`src/rtl/pulse_fsm_dac.sv`:
```
`timescale 1ns/1ps
// pulse_fsm_dac
// Trigger-driven pulse sequencer with a two-channel DAC code mapper.
// Each rising edge of the slow trigger s runs LEAD -> PULSE -> PH_A -> PH_B -> IDLE.
// The gate outputs L/P/A/B are registered one-hot decodes of the state.
// While P is high the DAC carries AMP_A/AMP_B. Otherwise it carries IDLE_CODE.
// The DAC codes lag P by one clock.
// Optional build macro: PULSE_RETRIG_EN. When it is defined, a trigger outside IDLE
// restarts the sequence at LEAD. When it is undefined, such a trigger is discarded.
//
//  state | meaning
//  ------+----------------------------------------------
//  IDLE  | waiting for a synchronized rising edge of s
//  LEAD  | L high for LEAD_CYCLES clocks
//  PULSE | P high for PULSE_CYCLES clocks
//  PH_A  | A high for A_CYCLES clocks
//  PH_B  | B high for B_CYCLES clocks, then back to IDLE

module pulse_fsm_dac #(
    parameter int                   DAC_WIDTH    = 14,
    parameter int                   LEAD_CYCLES  = 2,
    parameter int                   PULSE_CYCLES = 4,
    parameter int                   A_CYCLES     = 4,
    parameter int                   B_CYCLES     = 4,
    parameter logic [DAC_WIDTH-1:0] IDLE_CODE    = 14'h2000,
    parameter logic [DAC_WIDTH-1:0] AMP_A        = 14'h3FFF,
    parameter logic [DAC_WIDTH-1:0] AMP_B        = 14'h0000
) (
    input  logic                 clk,
    input  logic                 rst,
    input  logic                 s,
    output logic                 P,
    output logic                 L,
    output logic                 A,
    output logic                 B,
    output logic [DAC_WIDTH-1:0] DAC_A,
    output logic [DAC_WIDTH-1:0] DAC_B
);

    // A zero-length phase would skip a gate entirely, so every phase lasts at least one clock.
    localparam int LEAD_EFF  = (LEAD_CYCLES  < 1) ? 1 : LEAD_CYCLES;
    localparam int PULSE_EFF = (PULSE_CYCLES < 1) ? 1 : PULSE_CYCLES;
    localparam int A_EFF     = (A_CYCLES     < 1) ? 1 : A_CYCLES;
    localparam int B_EFF     = (B_CYCLES     < 1) ? 1 : B_CYCLES;

    localparam int MAX_LP  = (LEAD_EFF > PULSE_EFF) ? LEAD_EFF : PULSE_EFF;
    localparam int MAX_AB  = (A_EFF > B_EFF) ? A_EFF : B_EFF;
    localparam int MAX_CYC = (MAX_LP > MAX_AB) ? MAX_LP : MAX_AB;
    localparam int CNT_W   = $clog2(MAX_CYC + 1);

    // The counter is loaded with (cycles - 1) on entry.
    // The state advances on the clock where the counter reads zero.
    localparam logic [CNT_W-1:0] LEAD_LOAD  = CNT_W'(LEAD_EFF - 1);
    localparam logic [CNT_W-1:0] PULSE_LOAD = CNT_W'(PULSE_EFF - 1);
    localparam logic [CNT_W-1:0] A_LOAD     = CNT_W'(A_EFF - 1);
    localparam logic [CNT_W-1:0] B_LOAD     = CNT_W'(B_EFF - 1);
    localparam logic [CNT_W-1:0] CNT_ONE    = CNT_W'(1);

    typedef enum logic [2:0] {
        IDLE  = 3'd0,
        LEAD  = 3'd1,
        PULSE = 3'd2,
        PH_A  = 3'd3,
        PH_B  = 3'd4
    } state_t;

    state_t           state_q, state_d;
    logic [CNT_W-1:0] cnt_q, cnt_d;
    logic             s1, s2, s2_d;
    logic             trig;

    // Two-flop synchronizer for the asynchronous trigger, plus a delayed copy for edge detection.
    always_ff @(posedge clk or negedge rst) begin
        if (!rst) begin
            s1   <= 1'b0;
            s2   <= 1'b0;
            s2_d <= 1'b0;
        end else begin
            s1   <= s;
            s2   <= s1;
            s2_d <= s2;
        end
    end

    // s2_d clears in reset, so a trigger already high at reset release counts as one edge.
    assign trig = s2 & ~s2_d;

    // State and down-counter registers.
    always_ff @(posedge clk or negedge rst) begin
        if (!rst) begin
            state_q <= IDLE;
            cnt_q   <= '0;
        end else begin
            state_q <= state_d;
            cnt_q   <= cnt_d;
        end
    end

    // Next-state and counter logic: each active phase counts down, then hands over to the next phase.
    always_comb begin
        state_d = state_q;
        cnt_d   = cnt_q;
        case (state_q)
            IDLE: begin
                if (trig) begin
                    state_d = LEAD;
                    cnt_d   = LEAD_LOAD;
                end
            end
            LEAD: begin
                if (cnt_q == '0) begin
                    state_d = PULSE;
                    cnt_d   = PULSE_LOAD;
                end else begin
                    cnt_d = cnt_q - CNT_ONE;
                end
            end
            PULSE: begin
                if (cnt_q == '0) begin
                    state_d = PH_A;
                    cnt_d   = A_LOAD;
                end else begin
                    cnt_d = cnt_q - CNT_ONE;
                end
            end
            PH_A: begin
                if (cnt_q == '0) begin
                    state_d = PH_B;
                    cnt_d   = B_LOAD;
                end else begin
                    cnt_d = cnt_q - CNT_ONE;
                end
            end
            PH_B: begin
                if (cnt_q == '0) begin
                    state_d = IDLE;
                    cnt_d   = '0;
                end else begin
                    cnt_d = cnt_q - CNT_ONE;
                end
            end
            default: begin
                state_d = IDLE;
                cnt_d   = '0;
            end
        endcase
`ifdef PULSE_RETRIG_EN
        // A new edge mid-sequence restarts at LEAD with a full count. An in-flight pulse is cut short.
        if (trig && (state_q != IDLE)) begin
            state_d = LEAD;
            cnt_d   = LEAD_LOAD;
        end
`endif
    end

    // Gates are registered from the next state, so they change with the state and cannot glitch.
    always_ff @(posedge clk or negedge rst) begin
        if (!rst) begin
            L <= 1'b0;
            P <= 1'b0;
            A <= 1'b0;
            B <= 1'b0;
        end else begin
            L <= (state_d == LEAD);
            P <= (state_d == PULSE);
            A <= (state_d == PH_A);
            B <= (state_d == PH_B);
        end
    end

    // The DAC stage follows the registered P, so the codes trail the gate by one clock.
    always_ff @(posedge clk or negedge rst) begin
        if (!rst) begin
            DAC_A <= IDLE_CODE;
            DAC_B <= IDLE_CODE;
        end else begin
            DAC_A <= P ? AMP_A : IDLE_CODE;
            DAC_B <= P ? AMP_B : IDLE_CODE;
        end
    end

endmodule

```
`config.mk`:
```
export PLATFORM = sky130hd
export DESIGN_NAME = pulse_fsm_dac
export DESIGN_NICKNAME = d
export VERILOG_FILES = /design/src/rtl/pulse_fsm_dac.sv
export SDC_FILE = /design/constraint.sdc
export NUM_CORES = 1
export LEC_CHECK = 0
export ABC_AREA = 1
export CORE_ASPECT_RATIO = 1.5
export CORE_MARGIN = 1.5
export CORE_UTILIZATION = 42
export CTS_CLUSTER_DIAMETER = 60
export DETAILED_ROUTE_END_ITERATION = 7
export PLACE_DENSITY = 0.79
export SYNTH_ARGS = -nofsm -noshare
export SYNTH_HDL_FRONTEND = slang
export SYNTH_SLANG_ARGS = --single-unit
```
`constraint.sdc`:
```
create_clock -name clk -period 1.3 [get_ports clk]
set_input_delay 0.39 -clock clk [delete_from_list [all_inputs] [get_ports clk]]
set_output_delay 0.39 -clock clk [all_outputs]
set_load 0.02 [all_outputs]
```
==> impl_metrics.ini, run 1 <==
[outcome]
status = finished with violations
violations = setup timing

[placement]
detailed_place_hpwl_mm = 1.05
port_buffers = 20
dp_cells = 126
gp_congestion = 0.838
place_area_sq_um = 933

[sta]
period_needed_ns = 1.40
period_share = 1.08
rsz0062_at_grt = true
fmax_mhz = 713
setup_violations = 7
clock_skew_ns = 0.00634
slew_violations = 0
hold_viol_final = 0
fin_ws_ns = -0.102
holdWs_ns = 0.360

[floorplanning]
die_h_microns = 58.2
start_util = 0.454
rows = 19
die_x_microns = 39.8
die_area_sq_mm = 0.00232
pin_count = 35
core_sq_mm = 0.00188

[pwr]
power_switching_uw = 1130
seqPwrFrac = 0.337
power_uw = 2380
p_comb_frac = 0.552
internal-power_uw = 1250
clkPwrFrac = 0.111
vdd_ir_drop_max_uv = 1360
switching_share = 0.473
power_density_mw_per_mm2 = 2540
power_leakage_uw = 0.000518

[layout]
diodes = 0
fill_cells = 183
nNetsFinal = 114
finalNonFillerCells = 131
drive_gt1_frac = 0.327
fin_area_sq_um = 937
area_delta_synth_final_pct = 9.82
postLayoutCoreUtil = 0.499

[worst_setup_path]
crit_fanout = 8
cp_common_cell = buf_6
critPathMaxStageDelay_ns = 0.45
crit_path_start_kind = flip-flop
crit_type = flip-flop to primary output
required_ns = 0.91
crit_chain = buf_6 > buf_6
cp_data_arrival_time_ns = 1.01
slowest_stage = dfrtp_2
end_kind = primary output

[logic_synthesis]
synth_flop_cell = dfrtp_1
synth_commonest_cells = buf_4 (27), nand2_1 (15), dfrtp_1 (14)
yosysMostFrequentCell = buf_4
synth_area_sq_um = 853
ys_seq_area_frac = 0.441
yosysWarnings = 0
synth.largest_area_cell = dfrtp_1
synth_area_leaders = dfrtp_1 (41%), buf_4 (24%), nand2_1 (6.6%)
synth_seq_cells = 15
async_reset_ff_frac = 1.00
synth_top_area_frac = 0.411
syn_inst = 98
synth-edff-count = 0
avgSynthCellArea_sq_um = 8.71
synth.distinct_cells = 20

[clock_tree]
clkTransAtPathRegs_ns = 0.09
cts_tree = yes
cts_buffers = 3
clockBufferDepth = 2
clkLatencyLatePin_ns = 0.29
cts_sinks = 15
htree_levels = 1
ctsRootBufferMaster = clkbuf_4

[detailed_routing]
avgViaCountPerCell = 4.68
drc = 0
via_count = 613
final_antenna_net_count = 0
first_iter_violations = 11
wl_per_cell_microns = 10.1
dr.pass1.iters = 4
wirelength_mm = 1.33

[run]
maxCapViolations = 0

[grt]
grt_pass1_wl_mm = 2.21
antenna_found_initial = 0
grt_use_total = 0.137
grt_max_degree = 16
gr-total-overflow = 0
grt_pass1_vias = 555

[min_path]
min_path_type = flip-flop to flip-flop
-- sequential cells by signal (all words and copies together) (netlist names) --
register  flops
P             1
B             1
A             1
DAC_A         1
s2            1
cnt_q         3
DAC_B         1
state_q       3
s1            1
L             1
s2_d          1
-- worst max-delay path: cells and delay by family (launching register included) --
family	cells	cell delay [ns]
flops	1	0.45
buf+inv	2	0.28
-- layout make-up --
cell class	instances	area [sq um]	area share
multi-input cells	58	285	0.304
clock buffers	4	26.3	0.0280
inverters	9	33.8	0.0360
repair buffers	24	188	0.200
flip-flops and latches	15	378	0.403
well taps	21	26.3	0.0280
-- power groups by stage --
stage	combinational (uW)	sequential, uW	clock, uW
finish	1310	802	265
global route	1470	828	296
CTS	1320	778	273
detailed placement	1340	798	0
global placement	1300	783	0
floorplan	1030	814	0
-- repair_timing --
action,4_1_cts,5_1_grt
hold endpoints to repair,0,0
endpoints found under the setup margin,18,20
setup buffers,1,0
gates cloned,0,0
hold buffers,0,0
resized for setup,86,5
-- cell usage in the layout (no fill, tap or decap) --
master / count
o21ai_1: 4
nand2_1: 15
nand3b_1: 1
o21ai_0: 1
a21oi_1: 3
nand3_2: 2
nand2_2: 3
inv_1: 8
inv_2: 1
nor2_4: 1
conb_1: 14
nor3_4: 1
nor2_1: 4
clkdlybuf4s50_1: 2
buf_2: 11
dfstp_2: 1
buf_4: 3
clkbuf_4: 3
nand4_1: 1
nor3_1: 1
clkbuf_1: 1
buf_6: 8
nand3_1: 6
dfrtp_1: 13
dfrtp_2: 1
nor2_2: 1
-- worst paths after layout --
check | startpoint | endpoint | slack [ns] | depth (start not counted)
max in group asynchronous | rst | DAC_B[13] | 0.65 | 2
min reg2reg | s1 | s2 | 0.36 | 0
min | s1 | s2 | 0.36 | 0
min in group asynchronous | rst | s2 | 0.40 | 2
max reg2reg | state_q[1] | A | 0.13 | 6
max | DAC_A[11] | DAC_A[9] | -0.10 | 2
-- stage by stage --
step	TNS, ns	setup WS, ns
CTS	-0.666	-0.109
floorplan	0	0.0978
global placement	-3.23	-0.237
finish	-0.619	-0.102
global route	-1.10	-0.141
detailed placement	-3.81	-0.289
-- routing by layer --
metal	part of all wire	global-route usage	wire length [microns]
met5	0	0	0
met3	0.072	0.0230	96
met1	0.33	0.145	440
met2	0.58	0.241	764
met4	0.018	0.0690	24
-- cell families after synthesis --
kind of cell           share of synthesized area
AO/OA/AOI/OAI                             0.0469
buffers and inverters                      0.290
flip-flops                                 0.441
other                                    0.00880
AND/OR/NAND/NOR                            0.213
(Power assumes the default switching activity.)
==> inputs of run 2 (changes only) <==
--- a/config.mk
+++ b/config.mk
@@ -7,7 +7,7 @@
 export LEC_CHECK = 0
 export ABC_AREA = 1
 export CORE_ASPECT_RATIO = 1.5
-export CORE_MARGIN = 1.5
+export CORE_MARGIN = 3
 export CORE_UTILIZATION = 42
 export CTS_CLUSTER_DIAMETER = 60
 export DETAILED_ROUTE_END_ITERATION = 7
==> constraint.sdc (replaced) <==
create_clock -name clk -period 1.36 [get_ports clk]
set_input_delay 0.408 -clock clk [delete_from_list [all_inputs] [get_ports clk]]
set_output_delay 0.408 -clock clk [all_outputs]
set_load 0.02 [all_outputs]
==> run 2 against run 1 <==
Largest power group unchanged. Via count fell by 6.5%. Die area grew 13%. Cell area up 0.13%. The run still ends with setup timing left. Non-clock buffer count is 1 lower. First-iteration DRC count down 64%. Highest routed layer unchanged. Power fell by 5.6%. Combinational power down 6%. Wire length shrank 2.0%. Critical endpoint is now DAC_A[6]. Sequential power shrank 5.7%. Critical path depth did not move.
==> impl_metrics.ini, run 2 (synthesis results as in run 1) <==
[floorplanning]
pin_count = 35
rows = 19
core_sq_mm = 0.00188
die_area_sq_mm = 0.00262
die_x_microns = 42.8
die_h_microns = 61.2
start_util = 0.454

[clock_tree]
clkLatencyLatePin_ns = 0.29
cts_tree = yes
clkTransAtPathRegs_ns = 0.09
cts_buffers = 3
cts_sinks = 15
clockBufferDepth = 2
htree_levels = 1
ctsRootBufferMaster = clkbuf_4

[sta]
slew_violations = 0
clock_skew_ns = 0.00292
rsz0062_at_grt = true
hold_viol_final = 0
period_needed_ns = 1.42
period_share = 1.05
setup_violations = 6
fin_ws_ns = -0.0626
fmax_mhz = 703
setup_tns_ns = -0.374

[placement]
port_buffers = 20
gp_congestion = 0.792
place_area_sq_um = 926
detailed_place_hpwl_mm = 1.03
dp_slack_ns = -0.241

[layout]
reg_top3 = cnt_q (3), state_q (3)
nNetsFinal = 113
fill_cells = 176
mostFrequentLayoutCells = nand2_1 (15), conb_1 (14), dfrtp_1 (13), inv_1 (8)
area_delta_synth_final_pct = 9.97
diodes = 0
final_common_cell = nand2_1
drive_gt1_frac = 0.312
seq_area_sq_um = 378
fin_area_sq_um = 938
multi_input_area_sq_um = 280

[pwr]
vdd_ir_drop_max_uv = 1190
clkPwrFrac = 0.115
p_comb_frac = 0.548
internal-power_uw = 1180
power_uw = 2250
power_leakage_uw = 0.000510
power_density_mw_per_mm2 = 2400
switching_share = 0.474
power_switching_uw = 1060
seqPwrFrac = 0.336

[detailed_routing]
drc = 0
final_antenna_net_count = 0
first_iter_violations = 4
wl_per_cell_microns = 10.0
dr.pass1.iters = 4
avgViaCountPerCell = 4.41
wirelength_mm = 1.30
via_count = 573

[worst_setup_path]
path_depth = 2
cp_data_arrival_time_ns = 1.01
critical-path-top-delay-family = flip-flops
crit_chain = buf_6 > buf_6
crit_path_start_kind = flip-flop
reg2regPathDepth = 4
crit_path_start = DAC_A[11]
required_ns = 0.95
crit_fanout = 8
r2r-start = state_q[2]
crit_type = flip-flop to primary output
cp_common_cell = buf_6
critPathMaxStageDelay_ns = 0.45
crit_end = DAC_A[6]
r2r_setup_slack_ns = 0.14
r2r_end = cnt_q[1]
critPathBufInv = 2
end_kind = primary output
slowest_stage = dfrtp_2

[grt]
gr-total-overflow = 0
grt_pass1_vias = 513
antenna_found_initial = 0
grt_pass1_wl_mm = 1.95
grt_max_degree = 16
grt_use_total = 0.0972

[outcome]
status = finished with violations
violations = setup timing

[min_path]
min_path_type = flip-flop to flip-flop

[run]
maxCapViolations = 0
==> run 2: final cells by class <==
type | count | area share
Tap cell | 21 | 0.0280
Clock buffer | 3 | 0.0240
Inverter | 9 | 0.0360
Timing Repair Buffer | 23 | 0.205
Sequential cell | 15 | 0.403
Clock inverter | 1 | 0.00533
Multi-Input combinational cell | 58 | 0.299
==> run 2: how the worst min path moves through the flow <==
stage	slack, ns	endpoint	cells past startpoint	from
after floorplan	0.11	A	0	rst
after global placement	0.35	s2	0	s1
after detailed placement	0.34	s2	0	s1
after CTS	0.37	s2	0	s1
after global routing	0.38	s2	0	s1
final	0.37	s2	0	s1
==> run 2: routing by layer <==
metal,part of all wire,track usage,wire length [microns]
met5,0,0,0
met4,0.011,0.0444,14
met3,0.13,0.0205,166
met2,0.53,0.200,691
met1,0.33,0.0884,427
==> run 2: power by group through the flow <==
stage	Clock, uW	Combinational (uW)	Sequential [uW]
2_1_floorplan	0	980	778
3_3_place_gp	0	1230	755
3_5_place_dp	0	1270	763
4_1_cts	258	1240	744
5_1_grt	271	1360	779
6_report	259	1230	756
==> run 2: repair_timing <==
| action | 4_1_cts | 5_1_grt |
|---|---|---|
| resized for setup | 82 | 2 |
| hold buffers | 0 | 0 |
| buffers inserted | 1 | 0 |
| setup endpoints to repair | 18 | 8 |
==> run 2: worst reg2reg max path: stages (launching register included) <==
cell and delay (ns):
dfrtp_1 0.51, nor3_4 0.29, o21ai_1 0.14, nand3_1 0.12, nand2_1 0.06
==> run 2: metrics by stage <==
step | instances | hold WS, ns | utilization
detailed placement | 125 | 0.336 | 0.493
CTS | 130 | 0.369 | 0.499
global route | 130 | 0.376 | 0.500
global placement | 125 | 0.345 | 0.493
floorplan | 110 | 0.112 | -
finish | 130 | 0.368 | 0.500
==> inputs of run 3 (changes only) <==
--- a/config.mk
+++ b/config.mk
@@ -7,10 +7,11 @@
 export LEC_CHECK = 0
 export ABC_AREA = 1
 export CORE_ASPECT_RATIO = 1.5
-export CORE_MARGIN = 3
+export CORE_MARGIN = 2
 export CORE_UTILIZATION = 42
 export CTS_CLUSTER_DIAMETER = 60
 export DETAILED_ROUTE_END_ITERATION = 7
+export GPL_TIMING_DRIVEN = 0
 export PLACE_DENSITY = 0.79
 export SYNTH_ARGS = -nofsm -noshare
 export SYNTH_HDL_FRONTEND = slang
==> run 3 against run 2 <==
The run still ends with setup timing left. Die area shrank 7.8%. Cell area rose by 31%. Worst hold slack lost 0.0029 ns. Register-to-register slack barely moved. Sequential power down 8.1%. Worst setup slack worse by 0.072 ns. Via count rose by 17%. Sequential share of layout area down 9.6 points. Sequential cell count unchanged. Fmax decreased by 4.8%. Largest cell class is now non-clock buffers. Largest power group unchanged. Highest routed layer unchanged.
==> impl_metrics.ini, run 3 (synthesis results as in run 1) <==
[outcome]
status = finished with violations
violations = setup timing

[layout]
final_common_cell = buf_6
area_delta_synth_final_pct = 44.6
reg_top3 = cnt_q (3), state_q (3)
drive_gt1_frac = 0.456
nNetsFinal = 140
postLayoutCoreUtil = 0.624
mostFrequentLayoutCells = buf_6 (28), buf_4 (15), nand2_1 (15), conb_1 (14), dfrtp_1 (13)
diodes = 0
finalNonFillerCells = 158

[worst_setup_path]
r2r_setup_slack_ns = 0.15
crit_type = flip-flop to primary output
cp_data_arrival_time_ns = 1.09
crit_path_start = DAC_A[11]
required_ns = 0.95
r2r-start = state_q[2]
reg2regPathDepth = 5
end_kind = primary output
crit_fanout = 6
r2r_end = cnt_q[1]
crit_path_start_kind = flip-flop
crit_end = DAC_A[12]

[grt]
antenna_found_initial = 0
grt_pass1_vias = 600
grt_use_total = 0.142
grt_max_degree = 16
gr-total-overflow = 0
grt_pass1_wl_mm = 2.36

[sta]
period_needed_ns = 1.49
fmax_mhz = 669
max_slew_margin = 0.572
clock_skew_ns = 0.00333
max_slew.worst_pin.slew_ns = 0.639
setup_tns_ns = -1.56
fin_ws_ns = -0.134
period_share = 1.10
rsz0062_at_grt = true
setup_violations = 13
slew_violations = 0
hold_viol_final = 0

[clock_tree]
cts_sinks = 15
ctsHoldBuffers = 0
clockBufferDepth = 2
cts_tree = yes
cts_buffers = 3
htree_levels = 1
clkTransAtPathRegs_ns = 0.09
clkLatencyLatePin_ns = 0.27
ctsRootBufferMaster = clkbuf_4

[floorplanning]
start_util = 0.432
rows = 20
core_sq_mm = 0.00198
die_h_microns = 59.2
die_area_sq_mm = 0.00242
pin_count = 35
die_x_microns = 40.8

[detailed_routing]
drc = 0
final_antenna_net_count = 0
avgViaCountPerCell = 4.23
wl_per_cell_microns = 9.56
dr.pass1.iters = 4
wirelength_mm = 1.51
via_count = 668
first_iter_violations = 10

[placement]
dp_cells = 152
gp_congestion = 0.852
port_buffers = 20
detailed_place_hpwl_mm = 1.15

[pwr]
power_uw = 2740
vdd_ir_drop_max_uv = 1060
power_density_mw_per_mm2 = 2220
power_leakage_uw = 0.000679

[run]
maxCapViolations = 0

[min_path]
min_path_type = flip-flop to flip-flop
==> run 3: changes by cell type in the layout (fill, tap and decap cells not counted), sizes merged <==
cell / before / now
clkdlybuf4s15: 3 / 1
clkbuf: 4 / 5
buf: 17 / 45
==> run 3: metrics by stage <==
stage | setup slack [ns] | area [sq um] | hold WS [ns]
2_1_floorplan | 0.140 | 898 | 0.112
5_1_grt | -0.176 | 1230 | 0.374
4_1_cts | -0.135 | 1250 | 0.367
3_3_place_gp | -0.331 | 1130 | 0.345
6_report | -0.134 | 1230 | 0.365
3_5_place_dp | -0.349 | 1130 | 0.336
==> run 3: what timing repair did <==
item | in CTS | in global routing
setup endpoints to repair | 18 | 17
gates resized for setup | 107 | 4
buffers inserted | 2 | 0
==> run 3: how the worst min path moves through the flow <==
stage	start	to	slack (ns)	cells after the start
global placement	s1	s2	0.34	0
detailed placement	s1	s2	0.34	0
global route	s1	s2	0.37	0
CTS	s1	s2	0.37	0
floorplan	rst	A	0.11	0
finish	s1	s2	0.37	0
==> run 3: power breakdown <==
part	total [uW]	internal (uW)	switching [uW]
clock	249	109	140
combinational	1800	892	907
sequential	695	590	105
==> run 3: critical path, cell delays in order (launching register included) <==
cell and delay, ns:
dfrtp_2 0.44, buf_6 0.15, buf_6 0.11, buf_6 0.12
==> run 3: metal layers <==
layer  track usage  wire [microns]
met5             0               0
met3        0.0263              88
met2         0.263             856
met4        0.0619               6
met1         0.137             560
==> run 3: area by class of cell <==
cell class	count	area, sq um
plain buffers	28	259
fillers	158	743
clock inverters	1	5.00
clock buffers	3	22.5
repair buffers	22	234
well taps	22	27.5
inverters	9	33.8
flip-flops and latches	15	378
multi-input cells	58	274
